[src/rtl/if_stage.sv]
// rtl/if_stage.sv - RISC-V instruction-fetch stage with stall, redirect, halt and fault handling
module if_stage #(
  parameter logic [31:0] RESET_PC  = 32'h0000_0000,
  parameter logic [31:0] PROG_END  = 32'd188,
  parameter logic [31:0] NOP_INSTR = 32'h0000_0013
) (
  input  logic        clk,
  input  logic        reset_n,
  input  logic        stall,
  input  logic        redirect,
  input  logic [31:0] redirect_target,
  input  logic [31:0] Instruction,
  output logic [31:0] Inst_Address,
  output logic [31:0] if_id_pc,
  output logic [31:0] if_id_instr,
  output logic        if_id_valid,
  output logic        halted,
  output logic        fetch_fault,
  output logic [31:0] fetch_count
);

  typedef enum logic [1:0] {
    S_RUN   = 2'd0,
    S_HALT  = 2'd1,
    S_FAULT = 2'd2
  } state_t;

  state_t      state_q, state_d;
  logic [31:0] pc_q, pc_d;
  logic [31:0] if_id_pc_q, if_id_pc_d;
  logic [31:0] if_id_instr_q, if_id_instr_d;
  logic        if_id_valid_q, if_id_valid_d;
  logic [31:0] fetch_count_q, fetch_count_d;

  always_comb begin
    state_d       = state_q;
    pc_d          = pc_q;
    if_id_pc_d    = if_id_pc_q;
    if_id_instr_d = if_id_instr_q;
    if_id_valid_d = if_id_valid_q;
    fetch_count_d = fetch_count_q;

    if (state_q == S_FAULT) begin
      if_id_valid_d = 1'b0;
      if_id_instr_d = NOP_INSTR;
    end else if (redirect && (redirect_target[1:0] != 2'b00)) begin
      state_d       = S_FAULT;
      if_id_valid_d = 1'b0;
      if_id_instr_d = NOP_INSTR;
    end else if (redirect) begin
      // An older branch may legally leave the halt region, so redirect also resumes RUN.
      pc_d          = redirect_target;
      state_d       = S_RUN;
      if_id_valid_d = 1'b0;
      if_id_instr_d = NOP_INSTR;
    end else if (!stall) begin
      if ((state_q == S_RUN) && (pc_q < PROG_END)) begin
        if_id_pc_d    = pc_q;
        if_id_instr_d = Instruction;
        if_id_valid_d = 1'b1;
        pc_d          = pc_q + 32'd4;
        fetch_count_d = fetch_count_q + 32'd1;
      end else begin
        state_d       = S_HALT;
        if_id_valid_d = 1'b0;
        if_id_instr_d = NOP_INSTR;
      end
    end
  end

  always_ff @(posedge clk or negedge reset_n) begin
    if (!reset_n) begin
      state_q       <= S_RUN;
      pc_q          <= RESET_PC;
      if_id_pc_q    <= 32'd0;
      if_id_instr_q <= NOP_INSTR;
      if_id_valid_q <= 1'b0;
      fetch_count_q <= 32'd0;
    end else begin
      state_q       <= state_d;
      pc_q          <= pc_d;
      if_id_pc_q    <= if_id_pc_d;
      if_id_instr_q <= if_id_instr_d;
      if_id_valid_q <= if_id_valid_d;
      fetch_count_q <= fetch_count_d;
    end
  end

  assign Inst_Address = pc_q;
  assign if_id_pc     = if_id_pc_q;
  assign if_id_instr  = if_id_instr_q;
  assign if_id_valid  = if_id_valid_q;
  assign halted       = (state_q == S_HALT);
  assign fetch_fault  = (state_q == S_FAULT);
  assign fetch_count  = fetch_count_q;

endmodule

[config.mk]
export PLATFORM = sky130hd
export DESIGN_NAME = if_stage
export DESIGN_NICKNAME = d
export VERILOG_FILES = /design/src/rtl/if_stage.sv
export SDC_FILE = /design/constraint.sdc
export NUM_CORES = 1
export LEC_CHECK = 0
export CORE_UTILIZATION = 49
export DETAILED_ROUTE_END_ITERATION = 6
export PLACE_DENSITY = 0.95
export SLEW_MARGIN = 20
export SYNTH_ARGS = -nofsm -noshare
export SYNTH_HDL_FRONTEND = slang
export SYNTH_SLANG_ARGS = --single-unit
[constraint.sdc]
create_clock -name clk -period 4.3 [get_ports clk]
set_input_delay 1.29 -clock clk [delete_from_list [all_inputs] [get_ports clk]]
set_output_delay 1.29 -clock clk [all_outputs]
set_load 0.03 [all_outputs]
== After elaboration in Yosys (flattened, before gate mapping) ==
Index checks and enable logic that the tools add are counted.

* $add $sub $neg: 2
* Multiply operators: 0
* Div/mod/pow operators: 0
* Magnitude comparators: 1
* Equality and inequality tests: 6
* Shift operators: 0
* Muxes and demuxes: 17
* Bitwise logic cells: 4
* Reductions and logical operators: 8

{| class="wikitable"
|+ Operator list
! cell !! number
|-
| 32-bit two-way mux || 8
|-
| 32-bit by 1-bit adder with 32-bit output, second input constant || 1
|-
| 32-bit by 3-bit adder with 32-bit output, second input constant || 1
|-
| 32-bit by 8-bit < comparator with 1-bit output, second input constant || 1
|-
| 2-bit two-way mux || 4
|-
| 1-bit two-way mux || 5
|-
| 5-bit AND reduction || 1
|-
| 4-bit by 1-bit inequality test with 1-bit output, second input constant || 1
|-
| 1-bit inverter || 4
|-
| 4-bit AND reduction || 1
|-
| 2-bit nonzero test || 2
|-
| 3-bit by 1-bit inequality test with 1-bit output, second input constant || 1
|-
| 3-bit inequality test, second input constant || 1
|-
| 3-bit AND reduction || 1
|-
| 2-bit by 1-bit equality test with 1-bit output, second input constant || 1
|-
| 2-bit equality test, second input constant || 1
|-
| 1-bit logical AND || 2
|-
| 2-bit logical NOT || 1
|-
| 2-bit by 1-bit inequality test with 1-bit output, second input constant || 1
|}

* Bits in registers: 131
* Latch bits: 0
* Memory bits (writable): 0
* ROM bits: 0
* Bits of input ports: 68
* Memories kept: 0

== Logic depth before layout (Yosys ltp) ==
Gate-level depths: netlist (run 1).

* Depth in word-level cells: 7
* Depth in mapped cells: 8
* Mapped depth without buffers: 6

== Worst setup path after synthesis (run 1) ==
OpenSTA, ideal clock, no wires.

* Path kind: input -> register
* From: input redirect
* To: register fetch_count_q[23], in the netlist fetch_count[23]
* Library setup time: 0.081 ns
* Arrival time: 2.890 ns
* Path slack: 1.330 ns
* Stages on the path: 8
* Path buffers: 3
* Cell sequence: buf_2 > nand2b_1 > o2111ai_4 > or4_4 > buf_6 > buf_12 > nor3_2 > xor2_1

* Longest elaborated chain between the ends: 3

{| class="wikitable"
|+ RTL lines
! what !! RTL line !! RTL
|-
| start: declaration || 10 || <nowiki>input logic redirect,</nowiki>
|-
| 1-bit logical AND || 46 || <nowiki>end else if (redirect && (redirect_target[1:0] != 2'b00)) begin</nowiki>
|-
| 1-bit inverter (no source line) || n/a ||
|-
| 5-bit AND reduction (no source line) (*) || n/a ||
|-
| end signal: assignment || 85 || <nowiki>fetch_count_q <= fetch_count_d;</nowiki>
|-
| end: declaration || 33 || <nowiki>logic [31:0] fetch_count_q, fetch_count_d;</nowiki>
|}

Every way passes the cells marked *; elsewhere a longest branch is shown, timed or not.
A chain may end at the register's enable or synchronous reset.

== Worst setup path after layout (run 1) ==
* From: input redirect
* To: register pc_q[27], in the netlist Inst_Address[27]

* Longest elaborated chain between the ends: 3

{| class="wikitable"
|+ RTL lines
! what !! RTL line !! RTL
|-
| parallel branches: the longest is 3 deep, another holds 4-bit AND reduction || n/a ||
|-
| end signal: assignment || 81 || <nowiki>pc_q <= pc_d;</nowiki>
|-
| end: declaration || 29 || <nowiki>logic [31:0] pc_q, pc_d;</nowiki>
|}

Parallel ways; which one is timed is not known.

==> flow_metrics.py, run 1 <==
metrics = {
    "sta": {
        "worst_slew_pin_slew_ns": 0.558,
        "skew_ns": 0.00949,
        "rsz0062_at_grt": "false",
        "max_clock_freq_mhz": 298,
        "slew_viol_final": 0,
        "finalCritPeriodShare": 0.780,
        "relSlewSlack": 0.627,
        "tns_ns": 0,
        "hold_viol": 0,
        "fin_crit_ns": 3.35,
        "finalSetupViolCount": 0,
    },
    "layout": {
        "finalCoreUtilization": 0.764,
        "drive_gt1_frac": 0.0914,
        "fin_area_sq_mm": 0.00840,
        "instances_no_fill": 906,
        "num_antenna_cells": 0,
        "area_delta_synth_final_pct": 50.0,
        "fin_nets": 823,
    },
    "run": {
        "maxCapViolCount": 0,
    },
    "clock_tree": {
        "post_cts_resized": 0,
        "cts_made_buffers": 17,
        "root_buffer": "clkbuf_16",
        "htreeDepth": 4,
        "cts_buffer_depth": 2,
        "clkLatencyLatePin_ns": 0.41,
        "post-cts-setup-buffer-count": 0,
        "clk_pin_slew_worst_paths_ns": 0.06,
        "postCtsHoldBufs": 0,
        "cts_tree": "built",
        "clock_sinks": 131,
    },
    "grt": {
        "antenna_found_initial": 0,
        "overflow": 0,
        "grt_pass1_vias": 4961,
        "grt_usage": 0.274,
        "grt_max_degree": 132,
        "grt_pass1_wl_um": 24600,
    },
    "worst_setup_path": {
        "crit_fanout": 20,
        "critPathLaunch": "redirect",
        "r2r_start": "Inst_Address[26]",
        "crit_path_end_kind": "register",
        "cp.required_ns": 4.54,
        "cp-start-kind": "input pin",
        "critPathKind": "in -> reg",
        "critical_path_arrival_ns": 3.60,
        "rrSetupSlack_ns": 1.98,
        "reg2reg_depth": 6,
        "endpoint": "Inst_Address[27]",
        "reg2reg_to": "if_id_instr[12]",
    },
    "detailed_routing": {
        "wl_per_cell_um": 17.1,
        "drt-initial-drc-count": 335,
        "wl_um": 15500,
        "via_per_inst": 5.53,
        "detail-route-antenna-nets": 0,
        "drc": 0,
        "via_count": 5011,
        "dr.pass1.iters": 5,
    },
    "die": {
        "num_rows": 38,
        "die_w_um": 109,
        "io_pins": 199,
        "die_area_sq_mm": 0.0119,
        "core_sq_mm": 0.0110,
        "initial_core_util": 0.510,
        "die_y_um": 109,
    },
    "synth": {
        "synthCells": 554,
        "synth_warnings": 0,
        "synth_top_area_frac": 0.572,
        "netlist_top_cells_area": "dfrtp_1 (57%), nand2_1 (9.3%), nand3_1 (4.8%), and2_1 (3.2%), xor2_1 (2.5%)",
        "synthMuxAreaShare": 0.00380,
        "synth_largest_area_cell": "dfrtp_1",
        "synth_compound_area_frac": 0.0425,
        "synth_cell_types": 47,
        "synth_edf_count": 0,
        "synthXorXnorAreaFrac": 0.0485,
        "synth-adder-area-share": 0.00447,
        "avgSynthCellArea_sq_um": 10.1,
        "synthArstFlopShare": 1.00,
        "synth_top_family_by_area": "simple AND/OR/NAND/NOR gates",
        "synth-seq-area-share": 0.586,
        "ys_dominant_reg_cell": "dfrtp_1",
        "synthSimpleGateAreaFrac": 0.283,
        "synth-seq-cells": 131,
        "syn_area_sq_mm": 0.00560,
        "syn-num-nets": 624,
    },
    "place": {
        "place_area_sq_mm": 0.00770,
        "portBuffers": 198,
        "dp_hpwl_um": 10600,
        "gp_congestion": 0.866,
        "dp_cells": 873,
    },
    "pwr": {
        "peakVddDrop_mv": 0.301,
        "power.leakage_uw": 0.00389,
        "p_per_area_mw_per_mm2": 446,
    },
    "hold_path": {
        "hold_path_class": "reg -> reg",
    },
    "run_status": {
        "status": "finished, final reports clean",
    },
}
==> worst max-delay path: stages <==
cell	delay [ns]
clkdlybuf4s50_1	0.58
buf_4	0.27
nor2b_1	0.19
a22oi_1	0.15
and3_1	0.20
buf_4	0.20
nor2_1	0.47
o21ai_0	0.25
==> layout make-up <==
type,instances,area [sq um]
repair buffers,209,2090
multi-input cells,385,2150
clock inverters,11,205
flip-flops and latches,131,3280
inverters,9,38.8
clock buffers,21,460
well taps,140,175
fillers,737,2590
==> cells by family after synthesis <==
family | Yosys count
and+or+nand+nor | 318
DFF | 131
buffers and inverters | 38
AOI/OAI and AO/OA | 32
xor gates and xnor gates | 31
muxes | 2
adders and majority gates | 2
==> per-stage QoR <==
stage / total power [uW] / setup slack (ns) / hold WS (ns)
6_report: 3740 / 0.946 / 0.470
5_1_grt: 3860 / 0.861 / 0.490
4_1_cts: 3750 / 0.996 / 0.475
3_5_place_dp: 2120 / 0.612 / 0.464
3_3_place_gp: 2110 / 0.674 / 0.449
2_1_floorplan: 1770 / 1.33 / 0.557
==> flip-flops by register name (all words and copies together), names as in the netlist <==
| register | count |
|---|---|
| if_id_valid | 1 |
| fetch_count | 32 |
| state_q | 2 |
| if_id_instr | 32 |
| if_id_pc | 32 |
| Inst_Address | 32 |
==> cells in the mapped netlist, types with 2 or more instances <==
cell type  count
inv_1          8
o32ai_1        2
and3_1         9
nor4_1        15
xor2_1        16
a21oi_1        8
nand3_1       54
ha_1           2
nand2_1      139
and2_1        29
and4_1         5
o311a_1        3
buf_1          7
xnor2_1       15
dfrtp_1      128
nand4_1       11
nor2_1        21
nor3_2         9
or4_2          3
nor3_1        12
dfstp_2        3
clkbuf_1      16
or3_1          3
o21ai_0        9
o221a_2        2
buf_2          4
==> worst min-delay path by stage <==
stage / startpoint / to / cells after the start
global placement: if_id_instr[28] / if_id_instr[28] / 2
finish: if_id_instr[29] / if_id_instr[29] / 2
detailed placement: if_id_instr[29] / if_id_instr[29] / 2
floorplan: if_id_instr[0] / if_id_instr[0] / 2
CTS: if_id_instr[29] / if_id_instr[29] / 2
global route: if_id_instr[27] / if_id_instr[27] / 2
==> cell usage in the layout (no fill, tap or decap), types with 10 or more instances in the layout <==
master / count
nor4_1: 15
xor2_1: 16
nor3_1: 12
nand3_1: 53
nor2_1: 20
nand4_1: 11
clkbuf_16: 17
nand2_1: 139
dfrtp_1: 128
and2_1: 29
xnor2_1: 15
clkdlybuf4s50_1: 197
buf_4: 10
==> layer usage <==
| layer | GRT usage | up-vias | share of wire |
|---|---|---|---|
| li1 | - | 2282 | - |
| met1 | 0.335 | 2394 | 0.39 |
| met2 | 0.450 | 291 | 0.49 |
| met3 | 0.0819 | 44 | 0.088 |
| met4 | 0.117 | 0 | 0.026 |
| met5 | 0 | - | 0 |
==> where the power goes <==
group          internal (uW)  switching [uW]  total (uW)
clock                   1110             501        1610
combinational            295             358         653
sequential              1320             151        1470
(Power assumes the default switching activity.)
==> run 2: changes to the inputs <==
--- a/config.mk
+++ b/config.mk
@@ -5,9 +5,9 @@
 export SDC_FILE = /design/constraint.sdc
 export NUM_CORES = 1
 export LEC_CHECK = 0
-export CORE_UTILIZATION = 49
+export CORE_UTILIZATION = 45
 export DETAILED_ROUTE_END_ITERATION = 6
-export PLACE_DENSITY = 0.95
+export PLACE_DENSITY = 0.89
 export SLEW_MARGIN = 20
 export SYNTH_ARGS = -nofsm -noshare
 export SYNTH_HDL_FRONTEND = slang
==> constraint.sdc (replaced) <==
create_clock -name clk -period 3.15 [get_ports clk]
set_input_delay 0.945 -clock clk [delete_from_list [all_inputs] [get_ports clk]]
set_output_delay 0.945 -clock clk [all_outputs]
set_load 0.03 [all_outputs]
==> run 2 against run 1 <==
Net effect:
- final area grew 0.98%
- sequential power rose by 36%
- flip-flop and latch count stayed put
==> flow_metrics.py, run 2 (synthesized netlist as in run 1, its figures left out) <==
metrics = {
    "detailed_routing": {
        "wl_per_cell_um": 16.4,
        "drt-initial-drc-count": 288,
        "via_count": 4978,
        "detail-route-antenna-nets": 0,
        "drc": 0,
        "wl_um": 15400,
        "dr.pass1.iters": 5,
        "via_per_inst": 5.28,
    },
    "sta": {
        "finalSetupViolCount": 0,
        "slew_viol_final": 0,
        "max_clock_freq_mhz": 362,
        "fin_ws_ns": 0.387,
        "hold_viol": 0,
        "fin_crit_ns": 2.76,
        "rsz0062_at_grt": "false",
        "finalCritPeriodShare": 0.877,
        "skew_ns": 0.00901,
        "relSlewSlack": 0.739,
        "worst_slew_pin_slew_ns": 0.391,
    },
    "clock_tree": {
        "cts_buffer_depth": 2,
        "post-cts-setup-buffer-count": 0,
        "cts_tree": "built",
        "cts_made_buffers": 17,
        "root_buffer": "clkbuf_16",
        "post_cts_resized": 0,
        "clk_pin_slew_worst_paths_ns": 0.06,
        "clock_sinks": 131,
        "clkLatencyLatePin_ns": 0.42,
        "htreeDepth": 4,
        "postCtsHoldBufs": 0,
    },
    "pwr": {
        "p_per_area_mw_per_mm2": 592,
        "combPwrFrac": 0.178,
        "pwr-share-clk": 0.423,
        "fin_total_pwr_uw": 5020,
        "switchingPower_uw": 1410,
        "swShare": 0.281,
        "peakVddDrop_mv": 0.423,
        "internal_power_uw": 3610,
        "seqPwrFrac": 0.399,
        "power.leakage_uw": 0.00391,
    },
    "layout": {
        "fillers": 878,
        "final_cell_mix": "clkdlybuf4s50_1 (197), nand2_1 (139), dfrtp_1 (128)",
        "ff_latch_area_sq_mm": 0.00328,
        "drive_gt1_frac": 0.103,
        "num_antenna_cells": 0,
        "area_delta_synth_final_pct": 51.5,
        "instances_no_fill": 942,
        "fin_nets": 831,
        "fin_area_sq_mm": 0.00848,
        "multi_input_area_sq_mm": 0.00215,
        "layout_commonest_cell": "clkdlybuf4s50_1",
    },
    "worst_setup_path": {
        "cp.required_ns": 2.20,
        "critPathKind": "reg -> out",
        "reg2reg_to": "fetch_count[14]",
        "cp-start-kind": "register",
        "rrSetupSlack_ns": 1.03,
        "r2r_start": "Inst_Address[25]",
        "crit_fanout": 5,
        "critical_path_arrival_ns": 1.82,
        "reg2reg_depth": 5,
        "crit_path_end_kind": "output pin",
    },
    "place": {
        "dp_hpwl_um": 11100,
        "gp_congestion": 0.857,
        "portBuffers": 198,
        "dpl_worst_slack_ns": -0.0303,
        "place_area_sq_mm": 0.00784,
        "dp_cells": 910,
    },
    "grt": {
        "grt_pass1_vias": 5056,
        "grt_usage": 0.250,
        "grt_max_degree": 74,
        "overflow": 0,
        "grt_pass1_wl_um": 25000,
        "antenna_found_initial": 0,
    },
    "die": {
        "io_pins": 199,
        "num_rows": 40,
        "die_area_sq_mm": 0.0129,
        "die_w_um": 114,
        "die_y_um": 114,
        "initial_core_util": 0.464,
        "core_sq_mm": 0.0121,
    },
    "run": {
        "maxCapViolCount": 0,
    },
    "run_status": {
        "status": "finished, final reports clean",
    },
    "hold_path": {
        "hold_path_class": "in -> async",
    },
}
==> run 2: how the worst max path moves through the flow <==
stage               start  depth (start not counted)         endpoint
2_1_floorplan    redirect                          8  fetch_count[23]
6_report       state_q[0]                          3      fetch_fault
3_3_place_gp     redirect                          6  fetch_count[31]
3_5_place_dp     redirect                          6  fetch_count[31]
5_1_grt          redirect                          6  fetch_count[31]
4_1_cts          redirect                          8  Inst_Address[3]
==> run 2: layout make-up <==
type,instances,share of cell area
flip-flops and latches,131,0.387
repair buffers,217,0.255
multi-input cells,385,0.253
clock buffers,17,0.0502
clock inverters,15,0.0251
well taps,168,0.0248
inverters,9,0.00457
==> run 2: stage by stage <==
step / util / TNS [ns] / hold WS, ns
floorplan: - / 0 / 0.557
global placement: 0.650 / 0 / 0.449
detailed placement: 0.650 / -0.0303 / 0.456
CTS: 0.703 / 0 / 0.385
global route: 0.703 / 0 / 0.388
finish: 0.703 / 0 / 0.385
==> run 2: power groups by stage <==
stage / clock network (uW) / registers, uW / logic [uW]
2_1_floorplan: 0 / 2210 / 201
3_3_place_gp: 0 / 2010 / 870
3_5_place_dp: 0 / 2020 / 887
4_1_cts: 2150 / 1990 / 898
5_1_grt: 2220 / 2020 / 951
6_report: 2120 / 2000 / 895
==> run 2: per-layer routing <==
layer | track usage | part of all wire
met3 | 0.0765 | 0.080
met1 | 0.304 | 0.41
met2 | 0.411 | 0.49
met4 | 0.112 | 0.024
met5 | 0 | 0
==> run 2: critical path, stage by stage (launching register included) <==
cell             delay, ns
dfrtp_1               0.42
nand2b_4              0.19
clkinv_4              0.08
clkdlybuf4s50_1       0.71
